File: src/rtl/column_flattener.sv
// rtl/column_flattener.sv - expands column records into per-row frame-buffer pixel writes (option: FLATTENER_SIDE_SHADE_EN)
module column_flattener #(
    parameter int                     PIXEL_WIDTH   = 16,
    parameter int                     SCREEN_WIDTH  = 320,
    parameter int                     SCREEN_HEIGHT = 180,
    parameter int                     HCOUNT_WIDTH  = 9,
    parameter int                     LH_WIDTH      = 8,
    parameter int                     ADDR_WIDTH    = 16,
    parameter logic [PIXEL_WIDTH-1:0] CEIL_COLOR    = 16'hFFFF,
    parameter logic [PIXEL_WIDTH-1:0] FLOOR_COLOR   = 16'h8410,
    parameter logic [PIXEL_WIDTH-1:0] WALL_STEP     = 16'h1082
) (
    input  logic                                 pixel_clk_in,
    input  logic                                 rst_n_in,
    input  logic                                 dda_fifo_tvalid_in,
    input  logic [HCOUNT_WIDTH+LH_WIDTH+21-1:0]  dda_fifo_tdata_in,
    input  logic                                 dda_fifo_tlast_in,
    output logic                                 transformer_tready_out,
    input  logic                                 pix_ready_in,
    output logic                                 ray_pixel_valid_out,
    output logic [ADDR_WIDTH-1:0]                ray_address_out,
    output logic [PIXEL_WIDTH-1:0]               ray_pixel_out,
    output logic                                 ray_last_pixel_out,
    output logic                                 col_err_out
);

    localparam int TW    = HCOUNT_WIDTH + LH_WIDTH + 21;
    localparam int ROW_W = $clog2(SCREEN_HEIGHT);
    localparam int BW    = (LH_WIDTH + 1 > ROW_W + 1) ? LH_WIDTH + 1 : ROW_W + 1;
    localparam logic [BW-1:0]           HH       = BW'(SCREEN_HEIGHT / 2);
    localparam logic [BW-1:0]           SH       = BW'(SCREEN_HEIGHT);
    localparam logic [HCOUNT_WIDTH:0]   SW_LIMIT = (HCOUNT_WIDTH + 1)'(SCREEN_WIDTH);
    localparam logic [ROW_W-1:0]        LAST_ROW = ROW_W'(SCREEN_HEIGHT - 1);

    typedef enum logic {IDLE, FLATTEN} state_e;

    // Record fields, MSB first: hcount, line_height, wall_type, map_data, wallX
    logic [HCOUNT_WIDTH-1:0] in_hcount;
    logic [LH_WIDTH-1:0]     in_lh;
    logic                    in_wall_type;
    logic [3:0]              in_map;
    logic [15:0]             in_wall_x;
    logic                    unused_fields;

    assign in_hcount    = dda_fifo_tdata_in[TW-1 -: HCOUNT_WIDTH];
    assign in_lh        = dda_fifo_tdata_in[20+LH_WIDTH -: LH_WIDTH];
    assign in_wall_type = dda_fifo_tdata_in[20];
    assign in_map       = dda_fifo_tdata_in[19:16];
    assign in_wall_x    = dda_fifo_tdata_in[15:0];

    // Wall colour is a scaled step; truncation to PIXEL_WIDTH is intentional
    logic [PIXEL_WIDTH-1:0] wall_raw;
    logic [PIXEL_WIDTH-1:0] wall_color;
    assign wall_raw = PIXEL_WIDTH'(in_map) * WALL_STEP;

`ifdef FLATTENER_SIDE_SHADE_EN
    assign wall_color    = in_wall_type ? ((wall_raw >> 1) & PIXEL_WIDTH'(16'h7BEF)) : wall_raw;
    assign unused_fields = ^in_wall_x;
`else
    assign wall_color    = wall_raw;
    assign unused_fields = ^{in_wall_x, in_wall_type};
`endif

    // Draw bounds from the incoming line height; map 0 collapses the wall band onto HH
    logic [BW-1:0] half, sum, bnd_start, bnd_end;
    always_comb begin
        half      = BW'(in_lh) >> 1;
        sum       = HH + half;
        bnd_start = (half >= HH) ? '0 : HH - half;
        bnd_end   = (sum > SH) ? SH : sum;
        if (in_map == 4'd0) begin
            bnd_start = HH;
            bnd_end   = HH;
        end
    end

    state_e                  state_q, state_d;
    logic                    tready_q, tready_d;
    logic [ROW_W-1:0]        row_q, row_d;
    logic [ADDR_WIDTH-1:0]   acc_q, acc_d;
    logic [BW-1:0]           start_q, start_d, end_q, end_d;
    logic [PIXEL_WIDTH-1:0]  wall_q, wall_d;
    logic                    tlast_q, tlast_d;
    logic                    valid_q, valid_d;
    logic [ADDR_WIDTH-1:0]   addr_q, addr_d;
    logic [PIXEL_WIDTH-1:0]  pix_q, pix_d;
    logic                    last_q, last_d;
    logic                    err_q, err_d;
    logic                    slot_free;
    logic [PIXEL_WIDTH-1:0]  row_color;

    // Next-state, record latch and output-slot loading
    always_comb begin
        state_d   = state_q;
        row_d     = row_q;
        acc_d     = acc_q;
        start_d   = start_q;
        end_d     = end_q;
        wall_d    = wall_q;
        tlast_d   = tlast_q;
        valid_d   = valid_q;
        addr_d    = addr_q;
        pix_d     = pix_q;
        last_d    = last_q;
        err_d     = err_q;
        slot_free = !valid_q || pix_ready_in;

        if (BW'(row_q) < start_q)    row_color = CEIL_COLOR;
        else if (BW'(row_q) < end_q) row_color = wall_q;
        else                         row_color = FLOOR_COLOR;

        if (slot_free) valid_d = 1'b0;

        case (state_q)
            IDLE: begin
                if (dda_fifo_tvalid_in && tready_q) begin
                    if ({1'b0, in_hcount} >= SW_LIMIT) begin
                        err_d = 1'b1;
                    end else begin
                        row_d   = '0;
                        acc_d   = ADDR_WIDTH'(in_hcount);
                        start_d = bnd_start;
                        end_d   = bnd_end;
                        wall_d  = wall_color;
                        tlast_d = dda_fifo_tlast_in;
                        state_d = FLATTEN;
                    end
                end
            end
            FLATTEN: begin
                if (slot_free) begin
                    valid_d = 1'b1;
                    addr_d  = acc_q;
                    pix_d   = row_color;
                    last_d  = (row_q == LAST_ROW) && tlast_q;
                    acc_d   = acc_q + ADDR_WIDTH'(SCREEN_WIDTH);
                    row_d   = row_q + ROW_W'(1);
                    if (row_q == LAST_ROW) state_d = IDLE;
                end
            end
            default: state_d = IDLE;
        endcase

        tready_d = (state_d == IDLE);
    end

    // State and datapath registers, all cleared asynchronously
    always_ff @(posedge pixel_clk_in or negedge rst_n_in) begin
        if (!rst_n_in) begin
            state_q  <= IDLE;
            tready_q <= 1'b0;
            row_q    <= '0;
            acc_q    <= '0;
            start_q  <= '0;
            end_q    <= '0;
            wall_q   <= '0;
            tlast_q  <= 1'b0;
            valid_q  <= 1'b0;
            addr_q   <= '0;
            pix_q    <= '0;
            last_q   <= 1'b0;
            err_q    <= 1'b0;
        end else begin
            state_q  <= state_d;
            tready_q <= tready_d;
            row_q    <= row_d;
            acc_q    <= acc_d;
            start_q  <= start_d;
            end_q    <= end_d;
            wall_q   <= wall_d;
            tlast_q  <= tlast_d;
            valid_q  <= valid_d;
            addr_q   <= addr_d;
            pix_q    <= pix_d;
            last_q   <= last_d;
            err_q    <= err_d;
        end
    end

    assign transformer_tready_out = tready_q;
    assign ray_pixel_valid_out    = valid_q;
    assign ray_address_out        = addr_q;
    assign ray_pixel_out          = pix_q;
    assign ray_last_pixel_out     = last_q;
    assign col_err_out            = err_q;

endmodule

File: config.mk
export PLATFORM = sky130hd
export DESIGN_NAME = column_flattener
export DESIGN_NICKNAME = d
export VERILOG_FILES = /design/src/rtl/column_flattener.sv
export SDC_FILE = /design/constraint.sdc
export NUM_CORES = 1
export LEC_CHECK = 0
export CORE_MARGIN = 4
export CORE_UTILIZATION = 40
export DETAILED_ROUTE_END_ITERATION = 10
export PLACE_DENSITY = 0.68
export SYNTH_ARGS = -nofsm -noshare
export SYNTH_HDL_FRONTEND = slang
export SYNTH_SLANG_ARGS = --single-unit
File: constraint.sdc
create_clock -name pixel_clk_in -period 1.75 [get_ports pixel_clk_in]
set_clock_uncertainty 0.05 [all_clocks]
set_input_delay 0.2625 -clock pixel_clk_in [delete_from_list [all_inputs] [get_ports pixel_clk_in]]
set_output_delay 0.2625 -clock pixel_clk_in [all_outputs]
set_load 0.005 [all_outputs]
Word-level counts from Yosys, hierarchy flattened
Cells that the tools add are included.
{"block": "totals", "reg_bits": 95, "in_bits": 43, "out_inout_bits": 36}
{"block": "op_classes", "addsub": 4, "mul": 1, "n_lt_le_gt_ge": 5, "eq_ne": 4, "mux": 22, "bitwise_logic": 3, "reduce_logical": 9}
{"op": "two-way mux 16 bit", "n": 5}
{"op": "two-way mux 8 bit", "n": 5}
{"op": "one-hot mux 16 bit (2 select lines)", "n": 1}
{"op": "< comparator 8 x 9 -> 1 bit", "n": 2}
{"op": "two-way mux 9 bit", "n": 2}
{"op": "adder 16 x 9 -> 16 bit (second input constant)", "n": 1}
{"op": "one-hot mux 8 bit (2 select lines)", "n": 1}
{"op": "multiplier 4 x 12 -> 15 bit (second input constant)", "n": 1}
{"op": ">= comparator 9 bit (second input constant)", "n": 1}
{"op": "AND reduction 3 bit", "n": 3}
{"op": "adder 7 x 7 -> 8 bit (first input constant)", "n": 1}
{"op": "adder 8 x 1 -> 8 bit (second input constant)", "n": 1}
{"op": "== test 8 bit (second input constant)", "n": 1}
{"op": "> comparator 8 bit (second input constant)", "n": 1}
{"op": "subtractor 7 x 7 -> 8 bit (first input constant)", "n": 1}
{"op": ">= comparator 7 bit (second input constant)", "n": 1}
{"op": "two-way mux 1 bit", "n": 7}
{"op": "logical NOT 4 bit", "n": 1}
{"op": "inequality test 2 bit (second input constant)", "n": 2}
{"op": "inverter 1 bit", "n": 3}
{"op": "logical AND 1 bit", "n": 2}
{"op": "inequality test 2 x 1 -> 1 bit (second input constant)", "n": 1}
{"op": "one-hot mux 1 bit (2 select lines)", "n": 1}
{"op": "AND reduction 2 bit", "n": 1}
{"op": "other kinds (2)", "n": 2}

Logic depth before layout (Yosys ltp)
Gate-level depths: netlist (run 1).
{"block": "logic_depth", "word_depth": 5, "depth_mapped": 8}

Least setup slack after synthesis (run 1)
Ideal clock, no wire load.
{"block": "synth_path", "path_type": "register to register", "start": "register row_q[6]", "end": "register pix_q[12] (netlist: ray_pixel_out[12])", "setup_time_ns": 0.066, "t_arrival_ns": 1.575, "t_required_ns": 1.634, "path_slack_ns": 0.059, "path_stages_with_launch": 6, "n_path_buf": 0, "path_cell_list": "dfrtp_1 > ha_1 > a21o_1 > a211o_1 > a41oi_1 > a221o_1"}
{"block": "synth_between", "elab_chain_cells": 3}
{"element": "from (decl)", "line": "79", "text": "logic [ROW_W-1:0] row_q, row_d;"}
{"element": "from (signal assigned)", "line": "166", "text": "row_q <= row_d;"}
{"element": "< comparator 8 x 9 -> 1 bit", "line": "109", "text": "else if (BW'(row_q) < end_q) row_color = wall_q;"}
{"element": "two-way mux 16 bit", "line": "109"}
{"element": "two-way mux 16 bit *", "line": "108", "text": "if (BW'(row_q) < start_q) row_color = CEIL_COLOR;"}
{"element": "to (signal assigned)", "line": "174", "text": "pix_q <= pix_d;"}
{"element": "to (decl)", "line": "86", "text": "logic [PIXEL_WIDTH-1:0] pix_q, pix_d;"}
Every way passes the cells marked *; elsewhere a longest branch is shown, timed or not.
A chain may end at the register's enable or synchronous reset.

Worst setup path in the final report (run 1)
{"block": "layout_path", "start": "register row_q[6]", "end": "register pix_q[13] (netlist: ray_pixel_out[13])"}
Same word-level chain as after synthesis.

==> results.yml, run 1 <==
grt:
  met1_usage: 0.1976
  grt_use_met2: 0.2753
  met3_usage: 0.02855
  grt-ovfl-total: 0
  grt_pass1_wl_um: 14350
  grtUsageTotal: 0.1621
  grt_antenna_before_repair: 0
  grt_max_degree: 37
  top_usage_layer: "met2"
  grt_pass1_vias: 3090
detailed_routing:
  final_antenna_net_count: 0
  drc_errors: 0
  drtIter0Drc: 130
  post_drt_wl_per_cell_um: 14.29
  drt-pass1-iter-count: 6
  avgViaCountPerCell: 5.094
  via_count: 3097
  drt-total-wl_um: 8690
flow_run:
  drv_cap: 0
place:
  dp_slack_ns: -0.5192
  gp_congestion: 0.8404
  port_buffers: 60
  placed_area_um2: 4695
  dp_hpwl_um: 6433
status:
  violations: "negative setup slack"
  outcome: "complete, but fails checks"
worst_setup_path:
  slowest_stage: "dfrtp_2"
  crit_required_ns: 1.98
  start_kind: "register"
  crit_path_max_incr_delay_ns: 0.48
  path_class: "register to register"
  crit_path_end_kind: "register"
  arrival_ns: 2.00
  crit_fanout: 4
  worstPathCellList: "ha_4 -> a21o_1 -> a211o_1 -> a41oi_1 -> buf_4 -> a221o_1"
synth:
  synth_edf_count: 0
  synth_warnings: 0
  yosys-top-cells-area: "dfrtp_1 48%, nand2_1 10%, ha_1 6.8%, a21oi_1 3.1%, xnor2_1 2.6%"
  synthesis.area_um2: 3699
  yosysTopAreaCell: "dfrtp_1"
  netlist.area_leader.share: 0.4804
  ys_seq_area_frac: 0.4804
  syn-instance-count: 393
  synth_flop_cell: "dfrtp_1"
  synth-seq-cells: 71
  ys_types: 49
  ys_async_sr_fraction: 1.000
  postSynthAreaPerCell_um2: 9.411
  synthesis.nets: 456
timing:
  slew_headroom: 0.6131
  drv_slew: 0
  tightest_slew_ns: 0.5803
  rsz0062_at_grt: "true"
  hold_viol: 0
  timing.final.ws_setup_ns: -0.02149
  min_period_ns: 1.771
  period_share: 1.012
  tns_ns: -0.06138
  finalSetupViolations: 3
  clock.fmax_mhz: 564.5
pwr:
  p_int_w: 0.004553
  p_leak_nw: 2.384
  p_sw_frac: 0.3451
  switching_power_w: 0.002400
  ir_worst_vdd_mv: 0.5421
  pwr-share-clk: 0.189
  combPwrFrac: 0.426
  power_density_nw_per_um2: 1380
  seqPwrFrac: 0.385
final_layout:
  drive_gt1_frac: 0.2100
  nets: 558
  fill_cells: 778
  postLayoutCellArea_um2: 5039
  antenna_cells: 0
  syn_to_final_growth_pct: 36.23
clocking:
  clockBufferDepth: 2
  cts-buffers-inserted: 9
  path_clk_slew_ns: 0.08
  cts_tree: "done"
  ctsHtreeMaxLevel: 3
  clock-sinks: 71
  clock-root-buffer: "clkbuf_8"
  clk_latency_ns: 0.34
floorplanning:
  io_pins: 79
  fp.dieH_um: 104.2
  die-area_um2: 10850
  row_count: 34
  initial_utilization: 0.4180
  die_w_um: 104.2
  core_area_um2: 8848
worst_hold_path:
  worstHoldPathType: "primary input to register"
[cell usage in the layout, fill, tap and decap left out, types with 4 or more instances in the layout]
| master | count |
|---|---|
| inv_1 | 20 |
| xor2_1 | 6 |
| buf_12 | 4 |
| buf_4 | 56 |
| nand2b_1 | 6 |
| xnor2_1 | 11 |
| ha_1 | 16 |
| nor3_1 | 4 |
| dfrtp_1 | 68 |
| clkdlybuf4s50_1 | 57 |
| ha_4 | 4 |
| nand2_1 | 101 |
| nand4_1 | 4 |
| o21ai_0 | 12 |
| nor2_1 | 15 |
| a21oi_1 | 21 |
| clkbuf_8 | 10 |
| o22ai_1 | 5 |
| nand3_1 | 7 |
| or3_1 | 4 |
[critical path: cells and delay by family, from the launching register on]
family / cells / cell delay (ns)
DFF: 1 / 0.48
AOI/OAI and AO/OA: 4 / 0.75
adders and majority gates: 1 / 0.26
buffers and inverters: 1 / 0.17
[registers in the layout, indices dropped and copies added, names as in the netlist, named ones only]
register                cells
transformer_tready_out      1
ray_address_out            16
tlast_q                     1
acc_q                      16
col_err_out                 1
wall_q                      4
end_q                       8
state_q                     1
row_q                       8
ray_pixel_out               5
ray_last_pixel_out          1
start_q                     8
[layer usage]
metal / routed length (um) / part of all wire
met2: 4177 / 0.48
met1: 3910 / 0.45
met4: 270 / 0.031
met5: 0 / 0
met3: 332 / 0.038
[logic make-up (layout without fill, tap and decap cells)]
kind of cell	after synthesis	count (layout)	share of synthesized area
compound gates	72	72	0.1380
simple gates	159	159	0.1949
mux	3	3	0.008119
xor+xnor	17	17	0.04026
fa+ha+maj	20	20	0.06766
buf+inv	51	158	0.07070
flops	71	71	0.4804
[metrics by stage]
step                instances  utilization  hold slack, ns  power [W]
floorplan                 393            -        -0.08309   0.004207
global placement          584       0.5305          0.2375   0.005345
detailed placement        584       0.5305          0.2407   0.005479
CTS                       606       0.5612          0.3749   0.006912
global route              608       0.5694          0.4061   0.007461
finish                    608       0.5694          0.3882   0.006953
[power groups by stage]
stage	Clock [W]	Combinational, W	Sequential, W
after floorplan	0	0.00154	0.00267
after detailed placement	0	0.00276	0.00272
after global placement	0	0.00266	0.00268
after global routing	0.00141	0.00328	0.00277
after CTS	0.00133	0.00290	0.00268
final	0.00131	0.00296	0.00268
[cell type report]
| class | instances | area (um^2) | area share |
|---|---|---|---|
| clock buffer | 10 | 137.6 | 0.02732 |
| multi-input combinational | 271 | 1743 | 0.3459 |
| timing repair buffer | 121 | 1104 | 0.2190 |
| tap | 108 | 135.1 | 0.02682 |
| clock inverter | 6 | 60.06 | 0.01192 |
| sequential | 71 | 1780 | 0.3534 |
| inverter | 21 | 78.83 | 0.01564 |
[Yosys cell counts, types with 4 or more instances]
cell / instances
nand2_1: 102
nor2_1: 16
inv_1: 21
buf_1: 5
clkbuf_1: 6
nor3_1: 4
o21ai_0: 14
buf_2: 5
buf_4: 11
a21oi_1: 23
nand2b_1: 6
dfrtp_1: 71
xnor2_1: 11
or3_1: 4
ha_1: 20
nand3_1: 7
nand4_1: 4
xor2_1: 6
o22ai_1: 6
[repair_timing]
item / 4_1_cts / 5_1_grt
endpoints found under the setup margin: 11 / 12
setup buffers: 5 / 2
hold endpoints to repair: 23 / 0
resized for setup: 12 / 10
hold buffers: 1 / 0
pin swaps: 1 / 4
[final timing paths]
path / slack [ns] / end / cells past startpoint / start
setup reg to reg: -0.02 / ray_pixel_out[13] / 6 / row_q[6]
hold reg to reg: 0.42 / ray_address_out[4] / 2 / acc_q[4]
setup / recovery: -0.02 / ray_pixel_out[13] / 6 / row_q[6]
hold / removal: 0.39 / acc_q[1] / 3 / dda_fifo_tdata_in[30]
min in group asynchronous: 0.42 / ray_pixel_out[11] / 2 / rst_n_in
max in group asynchronous: 0.62 / row_q[1] / 3 / rst_n_in
No activity file was read; power rests on OpenSTA's default activity.
==> inputs of run 2 (changes only) <==
CORE_MARGIN = 1   (was 4)
CORE_UTILIZATION = 46   (was 40)
PLACE_DENSITY = 0.76   (was 0.68)
==> results.yml, run 2 (same netlist as run 1, synthesis figures left out) <==
timing:
  hold_viol: 0
  min_period_ns: 1.740
  tns_ns: 0
  drv_slew: 0
  tightest_slew_ns: 0.4266
  period_share: 0.9945
  slew_headroom: 0.7156
  clock.fmax_mhz: 574.6
  rsz0062_at_grt: "true"
  finalSetupViolations: 0
  whs_ns: 0.3823
detailed_routing:
  final_antenna_net_count: 0
  drt-total-wl_um: 8462
  avgViaCountPerCell: 5.197
  drc_errors: 0
  post_drt_wl_per_cell_um: 14.15
  via_count: 3108
  drtIter0Drc: 159
  drt-pass1-iter-count: 4
final_layout:
  syn_to_final_growth_pct: 35.15
  postLayoutCoreUtil: 0.6435
  final_cells: 598
  final_cell_mix: "101 x nand2_1, 66 x dfrtp_1, 57 x clkdlybuf4s50_1"
  final_common_cell: "nand2_1"
  drive_gt1_frac: 0.2056
  fill_cells: 619
  antenna_cells: 0
  nets: 554
clocking:
  ctsHtreeMaxLevel: 3
  cts-buffers-inserted: 9
  clock-root-buffer: "clkbuf_8"
  clockBufferDepth: 2
  clk_latency_ns: 0.35
  clock-sinks: 71
  path_clk_slew_ns: 0.08
  cts_tree: "done"
pwr:
  finalPower_w: 0.006838
  power_density_nw_per_um2: 1368
  p_leak_nw: 2.362
  ir_worst_vdd_mv: 0.5131
floorplanning:
  core_area_um2: 7767
  die-area_um2: 8402
  die_w_um: 91.67
  io_pins: 79
  fp.dieH_um: 91.67
  initial_utilization: 0.4762
  row_count: 32
worst_setup_path:
  cp-endpoint: "ray_pixel_out[12]"
  crit_required_ns: 1.93
  crit_start: "row_q[6]"
  reg2reg_depth: 6
  start_kind: "register"
  timing.rr.end: "ray_pixel_out[12]"
  r2r_slack_ns: 0.01
  crit_fanout: 6
  path_class: "register to register"
  arrival_ns: 1.92
  r2r-start: "row_q[6]"
  crit_path_end_kind: "register"
grt:
  grt_pass1_wl_um: 14660
  grt_pass1_vias: 3176
  grt_antenna_before_repair: 0
  grtUsageTotal: 0.2211
  grt-ovfl-total: 0
  grt_max_degree: 72
flow_run:
  drv_cap: 0
place:
  place_inst: 581
  gp_congestion: 0.8226
  dp_hpwl_um: 6284
  port_buffers: 60
status:
  outcome: "finished, final reports clean"
worst_hold_path:
  worstHoldPathType: "primary input to register"
[run 2: how the worst min path moves through the flow]
| stage | slack [ns] | cells past startpoint | startpoint | to |
|---|---|---|---|---|
| after floorplan | -0.08 | 0 | rst_n_in | async pin |
| after global placement | 0.26 | 2 | rst_n_in | ray_address_out[12] |
| after detailed placement | 0.27 | 2 | rst_n_in | ray_address_out[13] |
| after CTS | 0.38 | 3 | dda_fifo_tdata_in[30] | acc_q[1] |
| after global routing | 0.39 | 3 | dda_fifo_tdata_in[30] | acc_q[1] |
| final | 0.38 | 3 | dda_fifo_tdata_in[30] | acc_q[1] |
[run 2: worst max-delay path: stages (launching register included)]
cell and delay, ns:
dfrtp_2 0.49, ha_4 0.30, nand3b_1 0.10, o22ai_2 0.19, a21oi_2 0.07, and2_4 0.18
a221o_1 0.25
[run 2: cell type report]
cell class,count,area (um^2),area share
clock buffer,10,137.6,0.02753
clock inverter,6,36.28,0.007259
inverter,21,78.83,0.01577
multi-input combinational,271,1762,0.3524
sequential,71,1783,0.3567
tap,102,127.6,0.02553
timing repair buffer,117,1074,0.2148
[run 2: stage by stage]
stage | worst slack (ns) | instance area (um^2)
after floorplan | 0.05878 | 3699
after global placement | -0.3584 | 4710
after detailed placement | -0.4263 | 4710
after CTS | 0.01294 | 4964
after global routing | -0.05753 | 4999
final | 0.009674 | 4999
[run 2: per-layer routing]
| metal | track usage | share of wire | routed length, um | vias to the layer above |
|---|---|---|---|---|
| li1 | - | - | - | 1509 |
| met5 | 0 | 0 | 0 | - |
| met2 | 0.3860 | 0.50 | 4214 | 82 |
| met1 | 0.2656 | 0.44 | 3729 | 1496 |
| met4 | 0.1098 | 0.029 | 248 | 0 |
| met3 | 0.03317 | 0.032 | 270 | 21 |
[run 2: repair_timing]
item                                    4_1_cts  5_1_grt
endpoints found under the setup margin       10       12
resized for setup                            15        9
setup buffers                                 1        0
hold endpoints to repair                     71        0
hold buffers                                  1        0
pin swaps                                    10        6
[run 2: power breakdown]
| group | switching [W] | internal [W] | total (W) |
|---|---|---|---|
| logic | 0.00138 | 0.00160 | 0.00298 |
| clock network | 0.000604 | 0.000544 | 0.00115 |
| registers | 0.000448 | 0.00226 | 0.00271 |
| total | 0.00243 | 0.00441 | 0.00684 |
